$ cat src/rtl/cdr_pkg.sv
// Shared types and defaults for the clock/data-recovery phase detector.
package cdr_pkg;

   // Phase-detector FSM states; RST is the both-high anti-dead-zone window.
   typedef enum logic [1:0] {
      IDLE = 2'd0,
      UP   = 2'd1,
      DN   = 2'd2,
      RST  = 2'd3
   } pfd_state_t;

   // Default tuning values.
   localparam int RST_DLY_DEF  = 2;
   localparam int ERR_W_DEF    = 8;
   localparam int LOCK_TOL_DEF = 2;
   localparam int LOCK_CNT_DEF = 16;

   // True when |v| <= tol.
   function automatic logic in_window(input int v, input int tol);
      return (v <= tol) && (v >= -tol);
   endfunction

endpackage

$ cat src/rtl/pfd_edge_sync.sv
// Two-flop synchronizer plus rising-edge detector for one async input.
// Edge detection is held off until the synchronizer and history flop have
// all been loaded from the live input, so an input already high at reset
// release is not reported as a rising edge.
module pfd_edge_sync
   import cdr_pkg::*;
(
   input  logic clk,
   input  logic rst_n,
   input  logic d,
   output logic rise
);

   localparam int STAGES = 2;

   logic                s1, s2, s3;
   logic [STAGES:0]     vld_pipe;

   // Metastability flops, edge history and the fill tracker.
   always_ff @(posedge clk or negedge rst_n) begin
      if (!rst_n) begin
         s1       <= 1'b0;
         s2       <= 1'b0;
         s3       <= 1'b0;
         vld_pipe <= '0;
      end else begin
         s1       <= d;
         s2       <= s1;
         s3       <= s2;
         vld_pipe <= {vld_pipe[STAGES-1:0], 1'b1};
      end
   end

   // One-cycle pulse once s3 holds a genuine previous sample.
   assign rise = s2 & ~s3 & vld_pipe[STAGES];

endmodule

$ cat src/rtl/pfd_digital.sv
// Digital phase/frequency detector: UP/DN/RST charge-pump FSM with a
// saturating signed phase counter, a lock qualifier and slip reporting.
module pfd_digital
   import cdr_pkg::*;
#(
   parameter int RST_DLY  = RST_DLY_DEF,
   parameter int ERR_W    = ERR_W_DEF,
   parameter int LOCK_TOL = LOCK_TOL_DEF,
   parameter int LOCK_CNT = LOCK_CNT_DEF
) (
   input  logic                    clk,
   input  logic                    rst_n,
   input  logic                    ref_in,
   input  logic                    fb_in,
   output logic                    up,
   output logic                    down,
   output logic signed [ERR_W-1:0] phase_err,
   output logic                    err_valid,
   output logic                    locked,
   output logic                    slip
);

   localparam int RW = (RST_DLY > 1) ? $clog2(RST_DLY) : 1;
   localparam int LW = $clog2(LOCK_CNT + 1);
   localparam logic signed [ERR_W-1:0] ERR_MAX = {1'b0, {(ERR_W-1){1'b1}}};
   localparam logic signed [ERR_W-1:0] ERR_MIN = {1'b1, {(ERR_W-1){1'b0}}};

   logic                    ref_rise, fb_rise;
   pfd_state_t              state, state_nxt;
   logic [RW-1:0]           rst_cnt;
   logic                    rst_done;
   logic signed [ERR_W-1:0] phase_cnt;
   logic signed [ERR_W-1:0] err_nxt;
   logic                    ev_nxt, slip_nxt;
   logic [LW-1:0]           lock_cnt, lock_nxt;
   int                      err_i;

   pfd_edge_sync u_ref_sync (
      .clk   (clk),
      .rst_n (rst_n),
      .d     (ref_in),
      .rise  (ref_rise)
   );

   pfd_edge_sync u_fb_sync (
      .clk   (clk),
      .rst_n (rst_n),
      .d     (fb_in),
      .rise  (fb_rise)
   );

   assign rst_done = (rst_cnt == RW'(RST_DLY - 1));

   // State register and RST dwell counter (zero on RST entry).
   always_ff @(posedge clk or negedge rst_n) begin
      if (!rst_n) begin
         state   <= IDLE;
         rst_cnt <= '0;
      end else begin
         state   <= state_nxt;
         rst_cnt <= (state == RST) ? rst_cnt + RW'(1) : '0;
      end
   end

   // Next state, phase report on RST entry, and slip on edges dropped in RST.
   always_comb begin
      state_nxt = state;
      err_nxt   = phase_err;
      ev_nxt    = 1'b0;
      slip_nxt  = 1'b0;
      case (state)
         IDLE: begin
            if (ref_rise && fb_rise) begin
               state_nxt = RST;
               err_nxt   = '0;
               ev_nxt    = 1'b1;
            end else if (ref_rise) begin
               state_nxt = UP;
            end else if (fb_rise) begin
               state_nxt = DN;
            end
         end
         UP: begin
            if (fb_rise) begin
               state_nxt = RST;
               err_nxt   = phase_cnt;
               ev_nxt    = 1'b1;
            end
         end
         DN: begin
            if (ref_rise) begin
               state_nxt = RST;
               err_nxt   = phase_cnt;
               ev_nxt    = 1'b1;
            end
         end
         RST: begin
            slip_nxt = ref_rise | fb_rise;
            if (rst_done) state_nxt = IDLE;
         end
         default: state_nxt = IDLE;
      endcase
   end

   // Signed lead counter: seeded on UP/DN entry, saturates instead of wrapping.
   always_ff @(posedge clk or negedge rst_n) begin
      if (!rst_n) begin
         phase_cnt <= '0;
      end else if (state == IDLE && state_nxt == UP) begin
         phase_cnt <= ERR_W'(1);
      end else if (state == IDLE && state_nxt == DN) begin
         phase_cnt <= '1;
      end else if (state == UP && state_nxt == UP) begin
         if (phase_cnt != ERR_MAX) phase_cnt <= phase_cnt + ERR_W'(1);
      end else if (state == DN && state_nxt == DN) begin
         if (phase_cnt != ERR_MIN) phase_cnt <= phase_cnt - ERR_W'(1);
      end
   end

   // Registered outputs decoded from next state so they move with the FSM.
   always_ff @(posedge clk or negedge rst_n) begin
      if (!rst_n) begin
         up        <= 1'b0;
         down      <= 1'b0;
         phase_err <= '0;
         err_valid <= 1'b0;
         slip      <= 1'b0;
      end else begin
         up        <= (state_nxt == UP) || (state_nxt == RST);
         down      <= (state_nxt == DN) || (state_nxt == RST);
         phase_err <= err_nxt;
         err_valid <= ev_nxt;
         slip      <= slip_nxt;
      end
   end

   assign err_i = int'(phase_err);

   // Lock counter update on each reported comparison.
   always_comb begin
      lock_nxt = lock_cnt;
      if (err_valid) begin
         if (in_window(err_i, LOCK_TOL)) begin
            if (lock_cnt != LW'(LOCK_CNT)) lock_nxt = lock_cnt + LW'(1);
         end else begin
            lock_nxt = '0;
         end
      end
   end

   // Lock counter and indicator; an out-of-tolerance report drops locked next cycle.
   always_ff @(posedge clk or negedge rst_n) begin
      if (!rst_n) begin
         lock_cnt <= '0;
         locked   <= 1'b0;
      end else begin
         lock_cnt <= lock_nxt;
         locked   <= (lock_nxt == LW'(LOCK_CNT));
      end
   end

endmodule
$ cat config.mk
export PLATFORM = sky130hd
export DESIGN_NAME = pfd_digital
export DESIGN_NICKNAME = d
export VERILOG_FILES = /design/src/rtl/cdr_pkg.sv /design/src/rtl/pfd_edge_sync.sv /design/src/rtl/pfd_digital.sv
export SDC_FILE = /design/constraint.sdc
export NUM_CORES = 1
export LEC_CHECK = 0
export CAP_MARGIN = 40
export CORE_ASPECT_RATIO = 0.7
export CORE_UTILIZATION = 40
export CTS_CLUSTER_SIZE = 12
export DETAILED_ROUTE_END_ITERATION = 8
export HOLD_SLACK_MARGIN = 0.08
export PLACE_DENSITY = 0.62
export SETUP_SLACK_MARGIN = 0.2
export SYNTH_ARGS = -nofsm -noshare
export SYNTH_HDL_FRONTEND = slang
export SYNTH_SLANG_ARGS = --single-unit
$ cat constraint.sdc
create_clock -name clk -period 4.2 [get_ports clk]
set_clock_uncertainty 0.1 [all_clocks]
set_input_delay 0.42 -clock clk [delete_from_list [all_inputs] [get_ports clk]]
set_output_delay 0.42 -clock clk [all_outputs]
set_load 0.02 [all_outputs]
# After elaboration in Yosys (flattened, before gate mapping)

Index checks and enable logic that the tools add are counted.

Bits in registers: 41
Output and inout port bits: 13
Word-level logic and storage cells: 85

$add $sub $neg: 4
$lt $le $gt $ge: 2
Eq/ne operators: 14
Multiplexer cells: 26
Bitwise logic cells: 7
Reduce and logical (&&, ||, !) cells: 14

Operators with widths:

| operator                                                       | number |
|---|---|
| two-way mux 8 bit                                              | 9 |
| one-hot mux 8 bit (3 select lines)                             | 1 |
| != test 8 bit, second input constant                           | 2 |
| two-way mux 5 bit                                              | 3 |
| two-way mux 2 bit                                              | 6 |
| adder 8 x 2 -> 8 bit, second input constant                    | 1 |
| == test 2 bit, second input constant                           | 4 |
| >= comparator 8 x 2 -> 1 bit, second input constant            | 1 |
| less-or-equal comparator 8 x 3 -> 1 bit, second input constant | 1 |
| one-hot mux 2 bit (4 select lines)                             | 1 |
| nonzero test 4 bit                                             | 2 |
| subtractor 8 x 2 -> 8 bit, second input constant               | 1 |
| logical AND 1 bit                                              | 6 |
| != test 2 bit, second input constant                           | 3 |
| adder 5 x 1 -> 5 bit, second input constant                    | 1 |
| == test 5 bit, second input constant                           | 1 |
| two-way mux 1 bit                                              | 5 |
| != test 5 bit, second input constant                           | 1 |
| AND 1 bit                                                      | 4 |
| == test 2 x 1 -> 1 bit, second input constant                  | 2 |
| != test 4 x 3 -> 1 bit, second input constant                  | 1 |
| AND reduction 4 bit                                            | 1 |
| one-hot mux 1 bit (3 select lines)                             | 1 |
| AND reduction 3 bit                                            | 1 |
| 6 further kinds                                                | 8 |

# Depth between registers and ports, before layout

Gate-level depths: netlist of the first run.

Depth in word-level cells: 13
Gate-level depth with buffers: 14

# By module

From an unflattened synthesis of the first run, not the netlist that was laid out.

Cells, all modules: 201
Area, all modules: 2112.0 um^2

By module, submodules not included:

| module        | times used | cells an instance | area each (um^2) |
|---|---|---|---|
| pfd_digital   | 1          | 185               | 1786.7 |
| pfd_edge_sync | 2          | 8                 | 162.7 |

# Worst setup path after synthesis of the first run

No wires, ideal clock.

Kind: flip-flop to flip-flop
Start point: register, netlist name down
End point: register phase_cnt[7]
Arrival time: 3180 ps
Required time: 3976 ps
Slack: 796 ps
Stages on the path, launching flop included: 15
Cells stage by stage: dfrtp_1 -> inv_1 -> ha_1 -> nor2_1 -> a21oi_1 -> o21ai_0 -> nand3_1 -> ha_1 -> a211oi_2 -> nor2_1 -> or4_1 -> a31oi_1 -> xnor2_1 -> o21bai_1 -> a211o_1

RTL lines:

| what                 | RTL line           | source |
|---|---|---|
| to (signal assigned) | pfd_digital.sv:114 | `if (phase_cnt != ERR_MAX) phase_cnt <= phase_cnt + ERR_W'(1);` |
| to (signal assigned) | pfd_digital.sv:116 | `if (phase_cnt != ERR_MIN) phase_cnt <= phase_cnt - ERR_W'(1);` |
| to (decl)            | pfd_digital.sv:32  | `logic signed [ERR_W-1:0] phase_cnt;` |

# Worst setup path in the final report of the first run

Start point: register state[0]
End point: register phase_cnt[7]

Cells in the longest elaborated chain, start to end: 9
Elaborated cells on any way between the ends: 24

Ends and longest elaborated chain:

| what                               | RTL line                               | source |
|---|---|---|
| from (decl)                        | pfd_digital.sv:29                      | `pfd_state_t state, state_nxt;` |
| from (signal assigned)             | pfd_digital.sv:60                      | `state <= state_nxt;` |
| two-way mux 2 bit                  | pfd_digital.sv:79                      | `end else if (fb_rise) begin` |
| two-way mux 2 bit                  | pfd_digital.sv:77                      | `end else if (ref_rise) begin` |
| two-way mux 2 bit                  | pfd_digital.sv:73                      | `if (ref_rise && fb_rise) begin` |
| one-hot mux 2 bit (4 select lines) | pfd_digital.sv:71                      | `case (state)` |
| == test 2 x 1 -> 1 bit             | pfd_digital.sv:109, pfd_digital.sv:113 |  |
| logical AND 1 bit                  | pfd_digital.sv:113                     | `end else if (state == UP && state_nxt == UP) begin` |
| two-way mux 8 bit                  | pfd_digital.sv:113                     |  |
| two-way mux 8 bit                  | pfd_digital.sv:111                     | `end else if (state == IDLE && state_nxt == DN) begin` |
| two-way mux 8 bit                  | pfd_digital.sv:109                     | `end else if (state == IDLE && state_nxt == UP) begin` |

Parallel ways exist; a longest one is shown, timed or not.
A chain may end at the register's enable or synchronous reset.

==> reports/qor.yml, run 1 <==
fin_area_um2: 2390
avgSynthCellArea_um2: 9.37
grt.overflow.total: 0
drc_errors: 0
die_h_um: 61.8
grt_pass1_wl_um: 6690
synth_common_cells: "nand2_1 (39), dfrtp_1 (37), o21ai_0 (24)"
globalplace.congestion: 0.863
setup_tns_ns: 0
clk_pin_slew_worst_paths_ns: 0.06
critPathArrivalTime_ns: 3.62
power.switching_uw: 791
syn-cell-area_um2: 2040
clockBufferDepth: 2
p_comb_frac: 0.543
timing.final.hold_violations: 0
fmaxAchievable_ghz: 0.282
dr_total_vias: 1537
cts_buffers: 5
slew_headroom: 0.644
setup_slack_ns: 0.652
nets: 258
core-area_um2: 4830
tightest_slew_ns: 0.531
p_leak_uw: 0.00105
rsz0062_at_grt: "false"
ant_nets: 0
required_ns: 4.27
postCtsSetupBuffers: 0
wl_um: 3840
p_seq_frac: 0.324
clock_latency_ns: 0.28
finalCriticalPeriod_ns: 3.55
drtIter0Drc: 93
placed_area_um2: 2280
synth.distinct_cells: 44
ys_ff_latch: 37
layout_worst_path_cycle_share: 0.845
wire_per_inst_um: 12.5
ys.flop_type: "dfrtp_1"
antenna_cells: 0
ir_worst_vdd_uv: 423
synth_most_common_cell: "nand2_1"
clkPwrFrac: 0.134
stdcell_count: 307
switching_share: 0.438
die-area_um2: 5400
synth_edf_count: 0
ys_warn_count: 0
cts_tree: "built"
cts.sinks: 37
maxSlewViolCount: 0
max_cap_viol_count: 0
ys_seq_area_frac: 0.453
syn_to_final_growth_pct: 16.9
dp_hpwl_um: 2810
grt_max_degree: 37
grt_usage: 0.166
syn-instance-count: 218
io_buffer_count: 16
cp-start-kind: "flip-flop"
start_util: 0.422
synth_top_area_share: 0.453
drt_pre_antenna_iters: 4
yosys.area.top_type: "dfrtp_1"
synth_area_leaders: "dfrtp_1 (45%), ha_1 (9.2%), nand2_1 (7.2%)"
grt_pass1_vias: 1401
syn-num-nets: 238
status: "finished clean"
crit_type: "flip-flop to flip-flop"
p_int_uw: 1010
avgViaCountPerCell: 5.01
hp-class: "flip-flop to flip-flop"
p_per_area_nw_per_um2: 756
endpoint_kind: "flip-flop"
row_count: 21
ys_async_sr_fraction: 1.00
power_uw: 1800
fp.dieW_um: 87.4
setup_viol: 0
drive_gt1_frac: 0.0588
cts_root_buffer: "clkbuf_8"
htreeDepth: 2
dp_cells: 299
dp_slack_ns: 0.551
cp_max_fo: 9
antenna_found_initial: 0
ioPinCount: 17
==> layout make-up <==
cell class	count	area [µm²]
fill	474	2450
multi-input combinational	166	1060
sequential	37	926
timing repair buffer	18	185
clock buffer	7	86.3
tap	69	86.3
inverter	10	37.5
==> power groups by stage <==
| stage | combinational (µW) | clock [µW] | sequential (µW) |
|---|---|---|---|
| 2_1_floorplan | 723 | 0 | 592 |
| 3_3_place_gp | 963 | 0 | 588 |
| 3_5_place_dp | 976 | 0 | 589 |
| 4_1_cts | 981 | 253 | 583 |
| 5_1_grt | 1120 | 267 | 600 |
| 6_report | 979 | 242 | 584 |
==> sequential cells by signal (all words and copies together), names as in the netlist <==
signal              count
u_fb_sync.s3            1
err_valid               1
u_fb_sync.s1            1
u_ref_sync.s1           1
lock_cnt                5
phase_err               8
slip                    1
u_fb_sync.vld_pipe      3
u_ref_sync.s3           1
u_ref_sync.s2           1
u_fb_sync.s2            1
up                      1
rst_cnt                 1
locked                  1
down                    1
state                   1
phase_cnt               8
==> logic make-up after synthesis <==
family | Yosys count | share of synthesized area
AOI/OAI and AO/OA | 58 | 0.188
other | 1 | 0.00184
buffers and inverters | 15 | 0.0276
xor gates and xnor gates | 6 | 0.0257
adders and majority gates | 16 | 0.102
and+or+nand+nor | 84 | 0.196
DFF | 37 | 0.453
muxes | 1 | 0.00551
==> worst max-delay path, cell delays in order (launching register included) <==
cell	delay, ns
dfrtp_1	0.50
inv_1	0.13
ha_1	0.28
nor2_1	0.13
a21oi_1	0.04
o21ai_0	0.21
nand3_2	0.24
ha_1	0.38
a211oi_2	0.19
nor2_1	0.10
or4_1	0.41
a31oi_1	0.21
xnor2_1	0.16
o21bai_1	0.08
a211o_1	0.29
==> through the flow <==
stage / hold slack [ns] / utilization
2_1_floorplan: 0.0244 / -
3_3_place_gp: 0.232 / 0.468
3_5_place_dp: 0.119 / 0.473
4_1_cts: 0.250 / 0.492
5_1_grt: 0.257 / 0.494
6_report: 0.249 / 0.494
==> metal layers <==
layer	vias to the layer above	routed length [µm]	GRT usage
met2	20	1550	0.234
met1	711	2130	0.245
li1	802	-	-
met5	-	0	0
met3	4	111	0.0357
met4	0	43	0.0703
==> placed cells by master, fill, tap and decap left out, types with 3 or more instances in the layout <==
master	instances
a21o_1	3
nand2_1	39
dfrtp_1	37
clkbuf_8	6
clkdlybuf4s50_1	15
xnor2_1	5
ha_1	15
o21ai_0	24
nand2b_1	4
nor2_1	17
inv_1	10
nand3_1	4
nand4_1	3
o21bai_1	3
a21oi_1	9
==> worst paths after layout <==
| check | startpoint | end | slack [ns] | depth (start not counted) |
|---|---|---|---|---|
| max | state[0] | phase_cnt[7] | 0.65 | 14 |
| min in group asynchronous | rst_n | phase_err[5] | 0.35 | 2 |
| min reg2reg | u_ref_sync.s1 | u_ref_sync.s2 | 0.25 | 0 |
| max reg2reg | state[0] | phase_cnt[7] | 0.65 | 14 |
| max in group asynchronous | rst_n | u_ref_sync.s3 | 3.27 | 3 |
| min | u_ref_sync.s1 | u_ref_sync.s2 | 0.25 | 0 |
==> repair_timing <==
| action | 4_1_cts | 5_1_grt |
|---|---|---|
| resized for setup | 0 | 1 |
| endpoints found under the setup margin | 0 | 1 |
| hold buffers | 1 | 0 |
| hold endpoints to repair | 37 | 0 |
(Power assumes the default switching activity.)
==> inputs of run 2 (changes only) <==
PLACE_DENSITY = 0.64   (was 0.62)
clock period = 2.9 ns   (was 4.2 ns; I/O delays follow)
==> run 2 against run 1 <==
Effect of this change:
- the run now ends with negative setup slack left
- design area up 8.2%
- core utilization rose by 4.1 points
- power is 61% higher
==> reports/qor.yml, run 2 (synthesis gave the netlist of run 1 again) <==
layout_worst_path_cycle_share: 1.02
rr_worst_depth: 12
antenna_found_initial: 0
drtIter0Drc: 87
row_count: 21
endpoint_kind: "flip-flop"
dp_cells: 317
grt_max_degree: 38
crit_type: "flip-flop to flip-flop"
syn_to_final_growth_pct: 26.5
switching_share: 0.428
holdPathStages: 0
p_seq_frac: 0.291
critPathBufInv: 1
power_uw: 2900
stdcell_count: 328
timing.final.hold_violations: 0
dr_total_vias: 1649
grt_pass1_vias: 1411
io_buffer_count: 16
clkPwrFrac: 0.117
htreeDepth: 2
drt_pre_antenna_iters: 4
start_util: 0.422
required_ns: 2.96
path_cells: "ha_2 > nor2_1 > a21oi_1 > o21ai_1 > nand3_2 > buf_4 > ha_1 > or4_1 > a31oi_2 > xnor2_1 > o21bai_1 > a211o_1"
fp.dieW_um: 87.4
maxSlewViolCount: 0
p_per_area_nw_per_um2: 1120
p_int_uw: 1660
cts_buffers: 5
setup_viol: 1
r2r-start: "down"
avgViaCountPerCell: 5.03
critPathSlowestCell: "or4_1"
drive_gt1_frac: 0.181
placed_area_um2: 2450
crit_family: "simple AND/OR/NAND/NOR gates"
status: "finished, violations left"
clock_latency_ns: 0.28
cts_root_buffer: "clkbuf_8"
grt_usage: 0.168
cts.sinks: 37
dp_hpwl_um: 3090
antenna_cells: 0
r2r_slack_ns: -0.05
rsz0062_at_grt: "true"
fin_util: 0.534
grt.overflow.total: 0
power.switching_uw: 1240
max_cap_viol_count: 0
cp-start-kind: "flip-flop"
dp_slack_ns: -0.106
clk_pin_slew_worst_paths_ns: 0.07
ioPinCount: 17
cts_tree: "built"
slew_headroom: 0.468
p_comb_frac: 0.592
fmaxAchievable_ghz: 0.339
ant_nets: 0
die_h_um: 61.8
worstHoldEndpoint: "u_fb_sync.vld_pipe[2]"
globalplace.congestion: 0.802
p_leak_uw: 0.00114
finalCriticalPeriod_ns: 2.95
r2r_end: "phase_cnt[7]"
clockBufferDepth: 2
wl_um: 4120
final_cell_mix: "nand2_1 (39), dfrtp_1 (35), o21ai_0 (23), buf_4 (21), nor2_1 (17)"
ir_worst_vdd_uv: 588
core-area_um2: 4830
violations: "negative setup slack"
hp-class: "flip-flop to flip-flop"
grt_pass1_wl_um: 6780
wire_per_inst_um: 12.5
drc_errors: 0
fin_area_um2: 2580
nets: 278
min_from: "u_fb_sync.vld_pipe[1]"
tightest_slew_ns: 0.798
critical_path.max_stage_delay_ns: 0.49
die-area_um2: 5400
critPathArrivalTime_ns: 3.02
final_common_cell: "nand2_1"
largestRegisters: "phase_cnt x8, phase_err x8, lock_cnt x5"
cp_max_fo: 5
setup_slack_ns: -0.0524
run 2: power by group through the flow:
stage / Clock (µW) / Sequential (µW) / Combinational [µW]
after floorplan: 0 / 868 / 1090
after global placement: 0 / 844 / 1630
after detailed placement: 0 / 850 / 1650
after CTS: 350 / 841 / 1670
after global routing: 371 / 874 / 1930
final: 341 / 845 / 1720
run 2: area by class of cell:
class | instances | area [µm²]
inverters | 10 | 37.5
well taps | 69 | 86.3
multi-input cells | 166 | 1130
clock buffers | 8 | 80.1
flip-flops and latches | 37 | 928
fillers | 469 | 2250
repair buffers | 38 | 323
run 2: worst reg2reg max path, stage by stage (launching register included):
cell and delay, ns:
dfrtp_2 0.42, ha_2 0.19, nor2_1 0.09, a21oi_1 0.04, o21ai_1 0.14, nand3_2 0.18
buf_4 0.22, ha_1 0.23, or4_1 0.49, a31oi_2 0.19, xnor2_1 0.15, o21bai_1 0.09
a211o_1 0.29
run 2: worst max path at each step:
stage | from | to | slack [ns] | depth (start not counted)
after global placement | down | phase_cnt[7] | -0.01 | 13
after floorplan | down | phase_cnt[7] | -0.16 | 13
after global routing | down | phase_cnt[7] | -0.23 | 13
final | down | phase_cnt[7] | -0.05 | 12
after CTS | down | phase_cnt[7] | -0.11 | 13
after detailed placement | down | phase_cnt[7] | -0.11 | 13
run 2: repair_timing:
| item | 4_1_cts | 5_1_grt |
|---|---|---|
| pin swaps | 5 | 3 |
| hold buffers | 1 | 0 |
| buffers inserted | 0 | 2 |
| endpoints found under the hold margin | 37 | 0 |
| endpoints found under the setup margin | 2 | 8 |
| gates resized for setup | 2 | 4 |
run 2: layer usage:
metal	global-route usage	share of wire	vias to the layer above
met5	0	0	-
met2	0.223	0.39	18
met3	0.0410	0.024	4
met4	0.0656	0.016	0
li1	-	-	840
met1	0.257	0.57	787
run 2: through the flow:
stage,TNS (ns),hold slack (ns)
6_report,-0.0524,0.252
5_1_grt,-0.231,0.261
4_1_cts,-0.110,0.255
3_5_place_dp,-0.106,0.235
3_3_place_gp,-0.0123,0.232
2_1_floorplan,-0.159,-0.106
==> inputs of run 3 (changes only) <==
--- a/constraint.sdc
+++ b/constraint.sdc
@@ -4,2 +4,2 @@
 set_output_delay 0.29 -clock clk [all_outputs]
-set_load 0.02 [all_outputs]
+set_load 0.05 [all_outputs]
==> run 3 against run 2 <==
Effect of this change:
- the run now ends clean
- design area is 4.9% higher
- clock power is 5% higher
- count of clock-buffer cells in the layout is 1 lower
- critical endpoint unchanged
==> reports/qor.yml, run 3 (synthesis gave the netlist of run 1 again) <==
drt_pre_antenna_iters: 4
met1Wirelength_um: 2330
cp-start-kind: "flip-flop"
row_count: 21
fp.dieW_um: 87.4
maxSlewViolCount: 0
cts.sinks: 37
final_common_cell: "nand2_1"
grt_usage: 0.179
fmaxAchievable_ghz: 0.350
grt_pass1_vias: 1515
final_cell_mix: "nand2_1 (39), dfrtp_1 (36), buf_4 (30), o21ai_0 (20), nor2_1 (16)"
clk_pin_slew_worst_paths_ns: 0.07
holdWs_ns: 0.249
syn_to_final_growth_pct: 32.7
setup_viol: 0
htreeDepth: 2
dr_total_vias: 1709
p_per_area_nw_per_um2: 1200
drtIter0Drc: 110
die_h_um: 61.8
cts_buffers: 5
critPathArrivalTime_ns: 2.93
io_buffer_count: 16
ant_nets: 0
avgViaCountPerCell: 5.04
wl_um: 4530
required_ns: 2.98
layout_worst_path_cycle_share: 0.986
dp_hpwl_um: 3300
endpoint_kind: "flip-flop"
wl_met2_um: 2020
crit_type: "flip-flop to flip-flop"
dr_wl_met3_um: 123
maxUsedRoutingLayer: "met4"
cts_tree: "built"
status: "finished clean"
largestRegisters: "phase_cnt x8, phase_err x8, lock_cnt x5"
max_cap_viol_count: 0
start_util: 0.422
grt_max_degree: 38
ir_worst_vdd_uv: 759
slew_headroom: 0.455
hp-class: "flip-flop to flip-flop"
cp_max_fo: 5
tightest_slew_ns: 0.817
ioPinCount: 17
core-area_um2: 4830
stdcell_count: 339
finalCriticalPeriod_ns: 2.86
die-area_um2: 5400
grt.overflow.total: 0
drive_gt1_frac: 0.222
p_leak_uw: 0.00122
clockBufferDepth: 2
antenna_cells: 0
timing.final.hold_violations: 0
nets: 290
dp_cells: 321
wire_per_inst_um: 13.3
grt_pass1_wl_um: 7270
drc_errors: 0
cts_root_buffer: "clkbuf_8"
setup_tns_ns: 0
rsz0062_at_grt: "true"
clock_latency_ns: 0.28
antenna_found_initial: 0
globalplace.congestion: 0.828
-- run 3: changes by cell type in the layout (fill, tap and decap cells not counted), sizes merged --
| cell | previous run | this run |
|---|---|---|
| clkbuf | 8 | 7 |
| buf | 22 | 34 |
-- run 3: path summary, 6_finish.rpt --
check                                           start                    end  slack, ns  depth (start not counted)
max in group asynchronous                       rst_n                   down       1.59                          2
worst min register to register  u_fb_sync.vld_pipe[1]  u_fb_sync.vld_pipe[2]       0.25                          0
min in group asynchronous                       rst_n           phase_err[5]       0.54                          2
worst max register to register                   down           phase_cnt[7]       0.04                         14
worst min-delay path            u_fb_sync.vld_pipe[1]  u_fb_sync.vld_pipe[2]       0.25                          0
worst max-delay path                             down           phase_cnt[7]       0.04                         14
-- run 3: critical path, cell delays in order (launching register included) --
cell	delay [ns]
dfrtp_2	0.41
inv_2	0.06
ha_4	0.16
nor2_1	0.08
a21oi_1	0.05
o21ai_2	0.16
nand3_4	0.14
ha_4	0.24
a211oi_2	0.16
nor2_1	0.07
or4_1	0.39
a31oi_1	0.17
xnor2_1	0.17
o21bai_1	0.10
a211o_1	0.29
-- run 3: timing repair --
item / in CTS / in global routing
setup buffers: 4 / 6
hold endpoints to repair: 37 / 0
pin swaps: 9 / 8
endpoints found under the setup margin: 2 / 6
hold buffers: 1 / 0
gates resized for setup: 2 / 13
-- run 3: routing by layer --
layer,up-vias,track usage
met5,-,0
met3,6,0.0357
met2,19,0.275
li1,867,-
met4,0,0.0492
met1,817,0.261
-- run 3: final cells by class --
cell class	instances	area (µm²)
Fill cell	447	2130
Multi-Input combinational cell	166	1150
Sequential cell	37	927
Timing Repair Buffer	50	424
Clock buffer	7	86.3
Tap cell	69	86.3
Inverter	10	37.5
-- run 3: per-stage QoR --
stage	util	instance area, µm²	total power [µW]	setup slack (ns)
final	0.560	2710	3260	0.0419
after floorplan	-	2100	2080	-0.275
after CTS	0.543	2620	3100	-0.0303
after global routing	0.560	2710	3510	-0.128
after global placement	0.517	2500	2650	-0.0410
after detailed placement	0.517	2500	2680	-0.0740
-- run 3: power by group --
| group | switching [µW] | internal [µW] |
|---|---|---|
| Combinational | 1080 | 971 |
| Clock | 169 | 188 |
| Sequential | 187 | 658 |
